## config.mk

```make
export PLATFORM = sky130hd
export DESIGN_NAME = fpu_op_sequencer
export DESIGN_NICKNAME = d
export VERILOG_FILES = /design/src/rtl/fpu_op_sequencer.sv
export SDC_FILE = /design/constraint.sdc
export NUM_CORES = 1
export LEC_CHECK = 0
export BUFFER_PORTS_ARGS = -buffer_cell sky130_fd_sc_hd__buf_2
export CAP_MARGIN = 15
export CORE_UTILIZATION = 40
export CTS_BUF_LIST = sky130_fd_sc_hd__clkbuf_8
export CTS_CLUSTER_DIAMETER = 150
export DETAILED_ROUTE_END_ITERATION = 10
export GPL_TIMING_DRIVEN = 0
export PLACE_DENSITY = 0.6
export SYNTH_ARGS = -nofsm -noshare
export SYNTH_HDL_FRONTEND = slang
export SYNTH_SLANG_ARGS = --single-unit
```

## constraint.sdc

```tcl
create_clock -name clk -period 5.3 [get_ports clk]
set_input_delay 1.06 -clock clk [delete_from_list [all_inputs] [get_ports clk]]
set_output_delay 1.06 -clock clk [all_outputs]
set_load 0.005 [all_outputs]
```

## src/rtl/fpu_op_sequencer.sv

```systemverilog
// fpu_op_sequencer: queues single-precision requests and drives them one at a time through the fpu operand/result handshake
module fpu_op_sequencer #(
  parameter int DEPTH   = 4,
  parameter int TIMEOUT = 1023,
  parameter int TAG_W   = 4
) (
  input  logic             clk,
  input  logic             reset,
  input  logic             req_valid,
  output logic             req_ready,
  input  logic [1:0]       req_funct,
  input  logic [31:0]      req_a,
  input  logic [31:0]      req_b,
  input  logic [TAG_W-1:0] req_tag,
  output logic [1:0]       fpu_funct,
  output logic [31:0]      fpu_a,
  output logic [31:0]      fpu_b,
  input  logic [31:0]      fpu_o,
  input  logic             fpu_finish,
  output logic             resp_valid,
  input  logic             resp_ready,
  output logic [31:0]      resp_data,
  output logic [TAG_W-1:0] resp_tag,
  output logic [1:0]       resp_funct,
  output logic             resp_timeout,
  output logic             busy
);
  localparam int AW = $clog2(DEPTH);
  localparam int CW = $clog2(TIMEOUT + 1);
  localparam int EW = 2 + 64 + TAG_W;
  typedef enum logic [1:0] {IDLE, ISSUE, WAIT, RESP} state_t;
  state_t state, state_nx;
  logic [EW-1:0] mem [DEPTH];
  logic [AW-1:0] wr_ptr, rd_ptr;
  logic [AW:0] count;
  logic [CW-1:0] tmo_cnt;
  logic [TAG_W-1:0] held_tag;
  logic finish_q, push, pop, finish_rise, expired;
  // command storage needs no reset: an entry is always written before it is read
  always_ff @(posedge clk)
    if (push) mem[wr_ptr] <= {req_funct, req_a, req_b, req_tag};
  // state register
  always_ff @(posedge clk or posedge reset)
    if (reset) state <= IDLE;
    else state <= state_nx;
  // next state: a rising finish beats an expiring counter; finish is ignored while operands settle in ISSUE
  always_comb begin
    finish_rise = fpu_finish && !finish_q;
    expired = tmo_cnt == CW'(TIMEOUT);
    state_nx = pop ? ISSUE :
               (state == ISSUE) ? WAIT :
               (state == WAIT && (finish_rise || expired)) ? RESP :
               (state == RESP && resp_valid && resp_ready) ? IDLE : state;
  end
  // handshake and status outputs; a new op launches only once the previous response is gone
  always_comb begin
    req_ready = count < (AW+1)'(DEPTH);
    push = req_valid && req_ready;
    pop = state == IDLE && count != '0 && !resp_valid;
    busy = state != IDLE || count != '0;
  end
  // fifo pointers and occupancy; pointers wrap naturally since DEPTH is a power of two
  always_ff @(posedge clk or posedge reset)
    if (reset) begin
      wr_ptr <= '0;
      rd_ptr <= '0;
      count <= '0;
    end else begin
      if (push) wr_ptr <= wr_ptr + AW'(1);
      if (pop) rd_ptr <= rd_ptr + AW'(1);
      count <= count + (AW+1)'(push) - (AW+1)'(pop);
    end
  // operand launch, wait counter, finish edge detect and response capture
  always_ff @(posedge clk or posedge reset)
    if (reset) begin
      fpu_funct <= '0;
      fpu_a <= '0;
      fpu_b <= '0;
      held_tag <= '0;
      finish_q <= 1'b0;
      tmo_cnt <= '0;
      resp_valid <= 1'b0;
      resp_data <= '0;
      resp_tag <= '0;
      resp_funct <= '0;
      resp_timeout <= 1'b0;
    end else begin
      finish_q <= fpu_finish;
      if (pop) {fpu_funct, fpu_a, fpu_b, held_tag} <= mem[rd_ptr];
      if (state == ISSUE) tmo_cnt <= '0;
      else if (state == WAIT && !finish_rise && !expired) tmo_cnt <= tmo_cnt + CW'(1);
      if (state == WAIT && (finish_rise || expired)) begin
        resp_valid <= 1'b1;
        resp_data <= finish_rise ? fpu_o : '0;
        resp_tag <= held_tag;
        resp_funct <= fpu_funct;
        resp_timeout <= !finish_rise;
      end else if (resp_valid && resp_ready) resp_valid <= 1'b0;
    end
endmodule

```

==> results of run 1 <==
[final timing paths]
| check | from | end | cells after the start | slack (ns) |
|---|---|---|---|---|
| worst min register to register | tmo_cnt[8] | tmo_cnt[8] | 1 | 0.46 |
| worst max-delay path | state[0] | busy | 4 | 2.54 |
| min in group asynchronous | reset | fpu_b[24] | 2 | 0.58 |
| max in group asynchronous | reset | fpu_a[31] | 3 | 3.91 |
| worst min-delay path | tmo_cnt[8] | tmo_cnt[8] | 1 | 0.46 |
| worst max register to register | state[1] | count[2] | 11 | 2.58 |
[layer usage]
layer / routed length [um] / global-route usage [%] / vias up
li1: - / - / 3495
met1: 13300 / 20.6 / 3935
met2: 14900 / 26.8 / 230
met3: 2100 / 5.29 / 60
met4: 658 / 6.00 / 4
met5: 25 / 0 / -
[placed cells by master, fill, tap and decap left out, drive strengths merged, types with 2 or more instances in the layout]
| cell | instances |
|---|---|
| edfxtp | 280 |
| buf | 241 |
| dfrtp | 130 |
| clkbuf | 87 |
| mux2 | 76 |
| mux4 | 70 |
| inv | 41 |
| a22o | 32 |
| clkinv | 14 |
| nand2 | 10 |
| ha | 7 |
| nand3 | 6 |
| nor2b | 5 |
| o21ai | 5 |
| nor2 | 5 |
| xnor2 | 5 |
| o31ai | 5 |
| nor3 | 4 |
| a21oi | 4 |
| and2 | 4 |
| clkinvlp | 4 |
| o211ai | 3 |
| nand4 | 3 |
| or4 | 3 |
| nand2b | 2 |
| nor4 | 2 |
| o311ai | 2 |
| o41ai | 2 |
| bufinv | 2 |
[Yosys cell counts (5+ instances only)]
| cell | number | area (um^2) |
|---|---|---|
| mux4_2 | 70 | 1580 |
| mux2_4 | 6 | 90.1 |
| mux2_2 | 70 | 788 |
| ha_1 | 7 | 87.6 |
| clkbuf_1 | 12 | 45.0 |
| nor2b_1 | 5 | 31.3 |
| xnor2_1 | 5 | 43.8 |
| buf_2 | 13 | 65.1 |
| a22o_1 | 32 | 280 |
| inv_1 | 13 | 48.8 |
| edfxtp_1 | 280 | 8410 |
| nor2_1 | 5 | 18.8 |
| buf_6 | 8 | 90.1 |
| o21ai_0 | 5 | 25.0 |
| nand2_1 | 9 | 33.8 |
| nand3_1 | 6 | 30.0 |
| dfrtp_1 | 130 | 3250 |
[cell type report]
type                       count  share of cell area (%)
sequential                   410                    63.3
multi-input combinational    263                    18.2
inverter                      14                   0.340
timing repair buffer         219                    6.56
clock buffer                  75                    5.61
tap                          511                    3.47
buffer                        34                    1.11
clock inverter                47                    1.40
[power by group through the flow]
stage,Clock (mW),Combinational [mW],Sequential [mW]
after CTS,2.73,2.64,4.55
after floorplan,0,1.59,4.61
after global placement,0,2.56,4.63
final,2.63,2.56,4.54
after global routing,2.86,2.82,4.63
after detailed placement,0,2.63,4.60
[worst max-delay path, stage by stage (launching register included)]
cell	delay, ns
dfrtp_1	0.43
clkbuf_1	0.36
nor2_1	0.11
nand2_1	0.08
buf_2	0.12
[registers in the layout (all words and copies together), names as in the netlist]
| name | flops |
|---|---|
| fpu_b | 32 |
| fpu_funct | 2 |
| resp_tag | 4 |
| tmo_cnt | 10 |
| resp_valid | 1 |
| resp_data | 32 |
| fpu_a | 32 |
| state | 2 |
| held_tag | 4 |
| resp_timeout | 1 |
| count | 3 |
| rd_ptr | 2 |
| resp_funct | 2 |
| finish_q | 1 |
| mem | 280 |
| wr_ptr | 2 |
[logic make-up (layout without fill, tap and decap cells)]
| family | Yosys count | in the layout | share of synthesized area, % |
|---|---|---|---|
| AND/OR/NAND/NOR | 47 | 47 | 1.73 |
| flip-flops | 410 | 410 | 76.4 |
| multiplexers | 146 | 146 | 16.1 |
| XOR/XNOR | 5 | 5 | 0.287 |
| adder cells (fa/ha/maj) | 8 | 8 | 0.705 |
| buffers and inverters | 48 | 389 | 1.71 |
| AO/OA/AOI/OAI | 57 | 57 | 3.06 |
==> metrics.sh, run 1 <==
CRITPATHARRIVALTIME_NS=1.70
SEQ_POWER_SHARE_PCT=46.7
NET_TOTAL_IN_THE_FINAL_LAYOUT=1125
LAYOUT_WORST_PATH_CYCLE_SHARE_PCT=52.0
TIMING.HOLD.WORST.CLASS='flip-flop to flip-flop'
STDCELL_AREA_UM2=18400
POSTROUTEANTENNANETS=0
FIRST_ITER_VIOLATIONS=237
MAX-VDD-IR-DROP_mV=0.267
POWER_LEAKAGE_nW=7.09
DRT_FIRST_PASS_ITERS=6
CAP_VIOLATIONS=0
GLOBALROUTEOVERFLOWTOTAL=0
DRT-VIAS-PER-INSTANCE=4.91
CLOCK_LATENCY_NS=0.60
CTS_ROOT_BUF='clkbuf_8'
POST_DP_CELL_AREA_UM2=17100
SWSHARE_PCT=28.2
CLKSINKCOUNT=410
SYNTHESIS.AREA_UM2=15300
COMB_POWER_SHARE_PCT=26.3
FP.DIEW_UM=197
YS_FF_LATCH=410
CTS_INSERTED_BUFFERS=68
YOSYS_WARNINGS=0
GRT_SETUP_UNREPAIRED='false'
WORST-SLEW-PIN-TRANSITION_NS=0.946
POST-CTS-SETUP-BUFFER-COUNT=0
SYNTH.NET_COUNT=836
HTREEDEPTH=3
MAX_CLOCK_FREQ_MHz=363
IO_PINS=215
INITIAL_STANDARD_CELL_UTILIZATION_OF_THE_CORE_PCT=40.6
FIRST_GLOBAL_VIAS=8311
CRITICAL_PATH_REQUIRED_NS=4.24
PLACE.PORT_BUFFERS=214
FINAL_CELL_UTILIZATION_OF_THE_CORE_PCT=49.0
WORST_PATH_CLASS_SETUP='flip-flop to output port'
RELSLEWSLACK_PCT=36.9
TRITONCTS='done'
MAXIMUM_NUMBER_OF_PINS_ON_ONE_NET_BEFORE_GLOBAL_ROUTE_REPAIR=77
FINAL.SETUP_SKEW_NS=0.0244
SETUP_VIOL=0
CELL_INTERNAL_PWR_mW=6.98
POST-LAYOUT-TOTAL-POWER_mW=9.72
ASYNC_FLOP_SHARE_PCT=31.7
GRT.TOTAL_USAGE_PCT=16.5
ROUTE.DETAILED.WL_PER_INST_UM=19.7
DRIVE_ABOVE_1_SHARE_PCT=45.5
SWITCHING_POWER_mW=2.74
PRECTSSETUPSLACK_NS=2.34
HOLD_FIX_BUFFERS_AT_CTS=0
FIN_WORST_HOLD_SLACK_NS=0.458
FIN_CELLS=1573
SETUP_TOTAL_NEGATIVE_SLACK_NS=0
CRITICAL_PATH_PEAK_FANOUT=10
FINAL.SETUP.WORST_SLACK_NS=2.54
POST_SYNTH_EDFFS=280
MIN_CYCLE_TIME_LAYOUT_NS=2.76
SEQCELLAREA_UM2=11700
MULTI_INPUT_AREA_UM2=3350
GRT_FIRST_PASS_WIRELENGTH_MM=47.5
SYNTH_SEQ_AREA_SHARE_PCT=76.4
CLKSLEWWORSTSETUPHOLDPATHS_NS=0.06
YS.FLOP_TYPE='edfxtp_1'
POST_CTS.RESIZED_INSTANCES=0
YS_TYPES=42
CTS_BUFFER_DEPTH=3
DIEAREA_UM2=38900
CRITPATHLAUNCHTYPE='flip-flop'
TIMING.CRITICAL_PATH.TO_TYPE='output port'
DP_CELLS=1451
NETLIST_INSTANCES=721
POWER_PER_STANDARD_CELL_AREA_nW_PER_UM2=528
DETAILROUTE.VIA_COUNT=7724
VERTICAL_DIE_DIMENSION_UM=197
LAYOUT-AREA-OVERHEAD-VS-SYNTH_PCT=20.7
SYNTH.AVG_CELL_AREA_UM2=21.2
CORE.ROWCOUNT=71
GRT_ANTENNA_BEFORE_REPAIR=2
PLACE_HPWL_MM=18.5
FINALWEIGHTEDCONGESTION=0.742
FILLERINSTANCES=3201
REPORT.FINAL.HOLD_VIOL_COUNT=0
DRCVIOLATIONCOUNT=0
RUN_STATUS='complete, no violations'
FINALWIRELENGTH_MM=30.9
P_CLK_SHARE_PCT=27.0
N_ANTENNA_CELL=0
FINALMAXSLEWVIOLATIONS=0
PLACEABLECOREAREA_UM2=37600
(Power assumes the default switching activity.)
==> run 2: changes to the inputs <==
Clock period 5.3 ns to 2.8 ns, I/O delays scaled along.
==> run 2 against run 1 <==
Register-to-register slack lost 2.4 ns. Clock power grew 91%. Critical path depth grew 6. First-iteration DRC count grew 21%. Combinational power grew 89%. Clock skew shrank 0.0026 ns. Die area is the same. Global-route usage grew 0.31 points. Cell count grew 0.45%.
==> metrics.sh, run 2 (synthesized netlist as in run 1, its figures left out) <==
WORSTREG2REGSTART='state[1]'
POWER_PER_STANDARD_CELL_AREA_nW_PER_UM2=999
FF2FF_PATH_DEPTH=10
DRIVE_ABOVE_1_SHARE_PCT=45.3
TIMING.HOLD.WORST.CLASS='input port to flip-flop'
CTS_ROOT_BUF='clkbuf_8'
POSTROUTEANTENNANETS=0
NET_TOTAL_IN_THE_FINAL_LAYOUT=1131
GRT_ANTENNA_BEFORE_REPAIR=4
SETUP_VIOL=0
R2R_SLACK_NS=0.21
ROUTE.MET2.WL_MM=15.0
FIN_CELLS=1580
DRT-VIAS-PER-INSTANCE=4.94
GRT.TOTAL_USAGE_PCT=16.8
MAX_CLOCK_FREQ_MHz=387
DRCVIOLATIONCOUNT=0
SETUP_TOTAL_NEGATIVE_SLACK_NS=0
FIRST_GLOBAL_VIAS=8414
MOST-COMMON-LAYOUT-CELLS='280 x edfxtp_1, 227 x buf_2, 130 x dfrtp_1'
REPORT.FINAL.HOLD_VIOL_COUNT=0
WHS_ENDPOINT='finish_q'
PLACEABLECOREAREA_UM2=37600
INITIAL_STANDARD_CELL_UTILIZATION_OF_THE_CORE_PCT=40.6
PLACE_HPWL_MM=19.2
FINALWIRELENGTH_MM=31.3
FINAL.SETUP_SKEW_NS=0.0218
TRITONCTS='done'
HTREEDEPTH=3
WORSTHOLDPATHCELLS=1
END_OF_THE_WORST_REGISTER_TO_REGISTER_PATH='count[2]'
CRITPATHARRIVALTIME_NS=3.11
CLKSLEWWORSTSETUPHOLDPATHS_NS=0.06
CTS_INSERTED_BUFFERS=71
LARGEST_REGISTER='mem'
MAXIMUM_NUMBER_OF_PINS_ON_ONE_NET_BEFORE_GLOBAL_ROUTE_REPAIR=46
FILLERINSTANCES=3151
CTS_BUFFER_DEPTH=3
RELSLEWSLACK_PCT=38.9
GRT_FIRST_PASS_WIRELENGTH_MM=48.4
LAYOUT-AREA-OVERHEAD-VS-SYNTH_PCT=21.1
ROUTE.DETAILED.WL_PER_INST_UM=19.8
LARGEST_REGISTER_FF_COUNT=280
DP_CELLS=1454
CRITICAL_PATH_REQUIRED_NS=3.32
DETAILROUTE.VIA_COUNT=7799
CAP_VIOLATIONS=0
SEQCELLAREA_UM2=11700
VERTICAL_DIE_DIMENSION_UM=197
LAYOUT_WORST_PATH_CYCLE_SHARE_PCT=92.4
FP.DIEW_UM=197
MIN_CYCLE_TIME_LAYOUT_NS=2.59
DRT_FIRST_PASS_ITERS=4
FINALWEIGHTEDCONGESTION=0.763
GLOBALROUTEOVERFLOWTOTAL=0
CLKSINKCOUNT=410
CORE.ROWCOUNT=71
ROUTED_METAL_1_WIRELENGTH_MM=13.6
CRITICAL_PATH_PEAK_FANOUT=18
MET3WIRELENGTH_MM=1.95
LEADING_CELL_TYPE_IN_THE_LAYOUT_FILL_AND_TAPS_EXCLUDED='edfxtp_1'
WORST_PATH_CLASS_SETUP='flip-flop to flip-flop'
TIMING.CRITICAL_PATH.TO_TYPE='flip-flop'
POWER_LEAKAGE_nW=7.12
MAX-VDD-IR-DROP_mV=0.470
IO_PINS=215
CLOCK_LATENCY_NS=0.61
PLACE.PORT_BUFFERS=214
RUN_STATUS='complete, no violations'
MULTI_INPUT_AREA_UM2=3350
DIEAREA_UM2=38900
WORST-SLEW-PIN-TRANSITION_NS=0.916
FINALMAXSLEWVIOLATIONS=0
CRITPATHLAUNCHTYPE='flip-flop'
ROUTE.TOP_LAYER_USED='met5'
HOLD_START='fpu_finish'
POST-CTS-SETUP-BUFFER-COUNT=0
GRT_SETUP_UNREPAIRED='false'
FIRST_ITER_VIOLATIONS=287
-- run 2: repair_timing --
| action | in CTS | in global routing |
|---|---|---|
| endpoints found under the hold margin | 6 | 0 |
| resized for setup | 0 | 1 |
| setup endpoints to repair | 0 | 1 |
| hold buffers | 1 | 0 |
-- run 2: layout make-up --
type,instances,area share (%)
buffer,33,1.04
clock inverter,50,1.56
tap,511,3.46
antenna,2,0.0271
inverter,14,0.345
clock buffer,74,5.51
sequential,410,63.1
multi-input combinational,263,18.1
timing repair buffer,223,6.84
-- run 2: through the flow --
| stage | hold WS, ns | setup WS [ns] | instance area [um^2] | utilization, % | total power [mW] |
|---|---|---|---|---|---|
| 3_5_place_dp | 0.444 | 0.0362 | 17200 | 45.7 | 13.7 |
| 4_1_cts | 0.0589 | 0.00740 | 18500 | 49.2 | 18.9 |
| 5_1_grt | 0.0728 | 0.0858 | 18500 | 49.2 | 19.6 |
| 3_3_place_gp | 0.439 | -0.718 | 17000 | 45.2 | 13.6 |
| 2_1_floorplan | 0.422 | 0.329 | 15300 | - | 11.7 |
| 6_report | 0.117 | 0.213 | 18500 | 49.2 | 18.5 |
-- run 2: worst max-delay path: stages (launching register included) --
cell and delay, ns:
dfrtp_1 0.35, buf_2 0.17, or4_4 0.58, inv_8 0.20, ha_1 0.27, inv_1 0.06, ha_1 0.13, inv_1 0.05
fa_1 0.38, xnor2_1 0.19, xnor2_1 0.13
-- run 2: worst max path at each step --
stage | startpoint | end | slack [ns] | cells after the start
floorplan | state[1] | count[2] | 0.33 | 11
global placement | reset | fpu_a[22] | -0.72 | 2
detailed placement | state[1] | count[2] | 0.04 | 11
CTS | state[1] | count[2] | 0.007 | 11
global route | state[1] | count[2] | 0.09 | 10
finish | state[1] | count[2] | 0.21 | 10
-- run 2: power breakdown --
group | leakage, nW | switching [mW] | internal [mW]
clock | 0.768 | 2.32 | 2.71
sequential | 4.15 | 0.605 | 8.00
combinational | 2.20 | 2.26 | 2.56
total | 7.12 | 5.19 | 13.3
-- run 2: per-layer routing --
metal | track usage (%) | vias up
li1 | - | 3501
met1 | 21.7 | 4012
met2 | 26.5 | 227
met3 | 4.73 | 55
met4 | 7.18 | 4
met5 | 0 | -
==> run 3: changes to the inputs <==
Settings changed: CELL_PAD_IN_SITES_DETAIL_PLACEMENT set to 0, CELL_PAD_IN_SITES_GLOBAL_PLACEMENT set to 1, PLACE_DENSITY 0.6 to 0.67.
==> run 3 against run 2 <==
Final area barely moved. Clock power fell by 2%. Largest cell class unchanged. Highest routed layer unchanged. Cell count rose by 0.13%. Sequential share of layout area barely moved. Global-route usage rose by 0.090 points. Via count fell by 0.78%. Wire length rose by 0.37%. Fmax fell by 0.85%. First-iteration DRC count rose by 31%. Sequential power barely moved.
==> metrics.sh, run 3 (synthesized netlist as in run 1, its figures left out) <==
RUN_STATUS='complete, no violations'
TIMING.HOLD.WORST.CLASS='input port to flip-flop'
POWER_PER_STANDARD_CELL_AREA_nW_PER_UM2=993
CTS_BUFFER_DEPTH=3
MIN_CYCLE_TIME_LAYOUT_NS=2.61
CRITICAL_PATH_REQUIRED_NS=3.28
NET_TOTAL_IN_THE_FINAL_LAYOUT=1130
MAXIMUM_NUMBER_OF_PINS_ON_ONE_NET_BEFORE_GLOBAL_ROUTE_REPAIR=52
TRITONCTS='done'
MAX_CLOCK_FREQ_MHz=383
MULTI_INPUT_AREA_UM2=3350
PLACE_HPWL_MM=19.2
FINAL.SETUP_SKEW_NS=0.0266
CRITICAL_PATH_PEAK_FANOUT=18
CLOCK_LATENCY_NS=0.61
CAP_VIOLATIONS=0
CLKSINKCOUNT=410
LARGEST_REGISTER_FF_COUNT=280
GRT_ANTENNA_BEFORE_REPAIR=5
IO_PINS=215
DRT_FIRST_PASS_ITERS=4
LAYOUT_WORST_PATH_CYCLE_SHARE_PCT=93.2
ROUTED_METAL_1_WIRELENGTH_MM=13.4
MAX-VDD-IR-DROP_mV=0.395
SLOWEST_STAGE='or4_4'
DRCVIOLATIONCOUNT=0
SETUP_TOTAL_NEGATIVE_SLACK_NS=0
DP_CELLS=1454
FP.DIEW_UM=197
VERTICAL_DIE_DIMENSION_UM=197
MET3WIRELENGTH_MM=2.30
REPORT.FINAL.HOLD_VIOL_COUNT=0
CTS_ROOT_BUF='clkbuf_8'
DRIVE_ABOVE_1_SHARE_PCT=45.2
FIRST_GLOBAL_VIAS=8264
PLACEABLECOREAREA_UM2=37600
FILLERINSTANCES=3215
ROUTE.DETAILED.WL_PER_INST_UM=19.9
GRT_FIRST_PASS_WIRELENGTH_MM=48.3
WORST-SLEW-PIN-TRANSITION_NS=0.779
DETAILROUTE.VIA_COUNT=7738
CLKSLEWWORSTSETUPHOLDPATHS_NS=0.06
DRT-VIAS-PER-INSTANCE=4.89
POST_DP_CELL_AREA_UM2=17200
SETUP_VIOL=0
FINALWIRELENGTH_MM=31.4
CRITPATHLAUNCHTYPE='flip-flop'
CRITICAL_PATH.CELL_CHAIN='buf_2 > or4_4 > inv_8 > ha_1 > inv_1 > ha_1 > inv_1 > fa_1 > xnor2_1 > xnor2_1'
RELSLEWSLACK_PCT=48.1
CRITPATHARRIVALTIME_NS=3.09
LEADING_CELL_TYPE_IN_THE_LAYOUT_FILL_AND_TAPS_EXCLUDED='edfxtp_1'
SEQCELLAREA_UM2=11700
CRITICAL_PATH.MAX_STAGE_DELAY_NS=0.60
HTREEDEPTH=3
STDCELL_AREA_UM2=18500
POWER_LEAKAGE_nW=7.14
FINALWEIGHTEDCONGESTION=0.719
LAYOUT-AREA-OVERHEAD-VS-SYNTH_PCT=21.1
CTS_INSERTED_BUFFERS=70
GRT_SETUP_UNREPAIRED='false'
GLOBALROUTEOVERFLOWTOTAL=0
DIEAREA_UM2=38900
CORE.ROWCOUNT=71
FIN_CELLS=1582
TIMING.CRITICAL_PATH.TO_TYPE='flip-flop'
FINALMAXSLEWVIOLATIONS=0
POSTROUTEANTENNANETS=0
PLACE.PORT_BUFFERS=214
WORST_PATH_CLASS_SETUP='flip-flop to flip-flop'
GRT.TOTAL_USAGE_PCT=16.9
FIRST_ITER_VIOLATIONS=375
MOST-COMMON-LAYOUT-CELLS='280 x edfxtp_1, 227 x buf_2, 130 x dfrtp_1'
ROUTE.MET2.WL_MM=15.0
INITIAL_STANDARD_CELL_UTILIZATION_OF_THE_CORE_PCT=40.6
FIN_WORST_HOLD_SLACK_NS=0.110
LARGEST_REGISTER='mem'
ROUTE.TOP_LAYER_USED='met5'
==> run 3: cell count changes in the layout (fill, tap and decap cells not counted), sizes merged <==
cell | before | now
bufinv | 3 | 1
clkinvlp | 6 | 5
clkbuf | 86 | 89
diode | 2 | 1
inv | 45 | 50
clkinv | 10 | 8
==> run 3: metal layers <==
layer	vias to the layer above	GRT usage [%]
li1	3508	-
met1	3941	21.4
met2	224	26.7
met3	59	6.08
met4	6	5.91
met5	-	0
==> run 3: worst max-delay path: cells and delay by family (launching register included) <==
| family | cells | cell delay, ns |
|---|---|---|
| xor+xnor | 2 | 0.27 |
| flops | 1 | 0.36 |
| simple gates | 1 | 0.60 |
| fa+ha+maj | 3 | 0.77 |
| buf+inv | 4 | 0.47 |
==> run 3: through the flow <==
step                      utilization (%)  total power, mW  setup WS (ns)
final                                49.2             18.4          0.191
after global routing                 49.2             19.5         0.0621
after CTS                            49.2             18.8         0.0183
after detailed placement             45.7             13.7         0.0705
after global placement               45.2             13.6         -0.689
after floorplan                         -             11.7          0.329
==> run 3: what timing repair did <==
action	4_1_cts	5_1_grt
hold buffers	1	0
hold endpoints to repair	7	0
endpoints found under the setup margin	0	1
gates resized for setup	0	1
buffers inserted	0	0
==> run 3: final timing paths <==
path | slack [ns] | from | depth (start not counted) | endpoint
setup / recovery | 0.19 | state[1] | 10 | count[2]
hold / removal | 0.11 | fpu_finish | 1 | finish_q
setup reg to reg | 0.19 | state[1] | 10 | count[2]
hold reg to reg | 0.45 | tmo_cnt[8] | 1 | tmo_cnt[8]
max in group asynchronous | 1.61 | reset | 5 | fpu_a[31]
min in group asynchronous | 0.46 | reset | 3 | fpu_funct[1]
==> run 3: layout make-up <==
type                            instances  share of cell area (%)
Antenna cell                            1                  0.0135
Buffer                                 33                    1.04
Clock buffer                           77                    5.74
Clock inverter                         50                    1.29
Inverter                               14                   0.345
Multi-Input combinational cell        263                    18.1
Sequential cell                       410                    63.1
Tap cell                              511                    3.46
Timing Repair Buffer                  223                    6.88
==> run 3: report_power, final <==
part           internal [mW]  total [mW]  switching [mW]
sequential              8.00        8.59           0.592
combinational           2.57        4.83            2.26
clock                   2.62        4.93            2.31
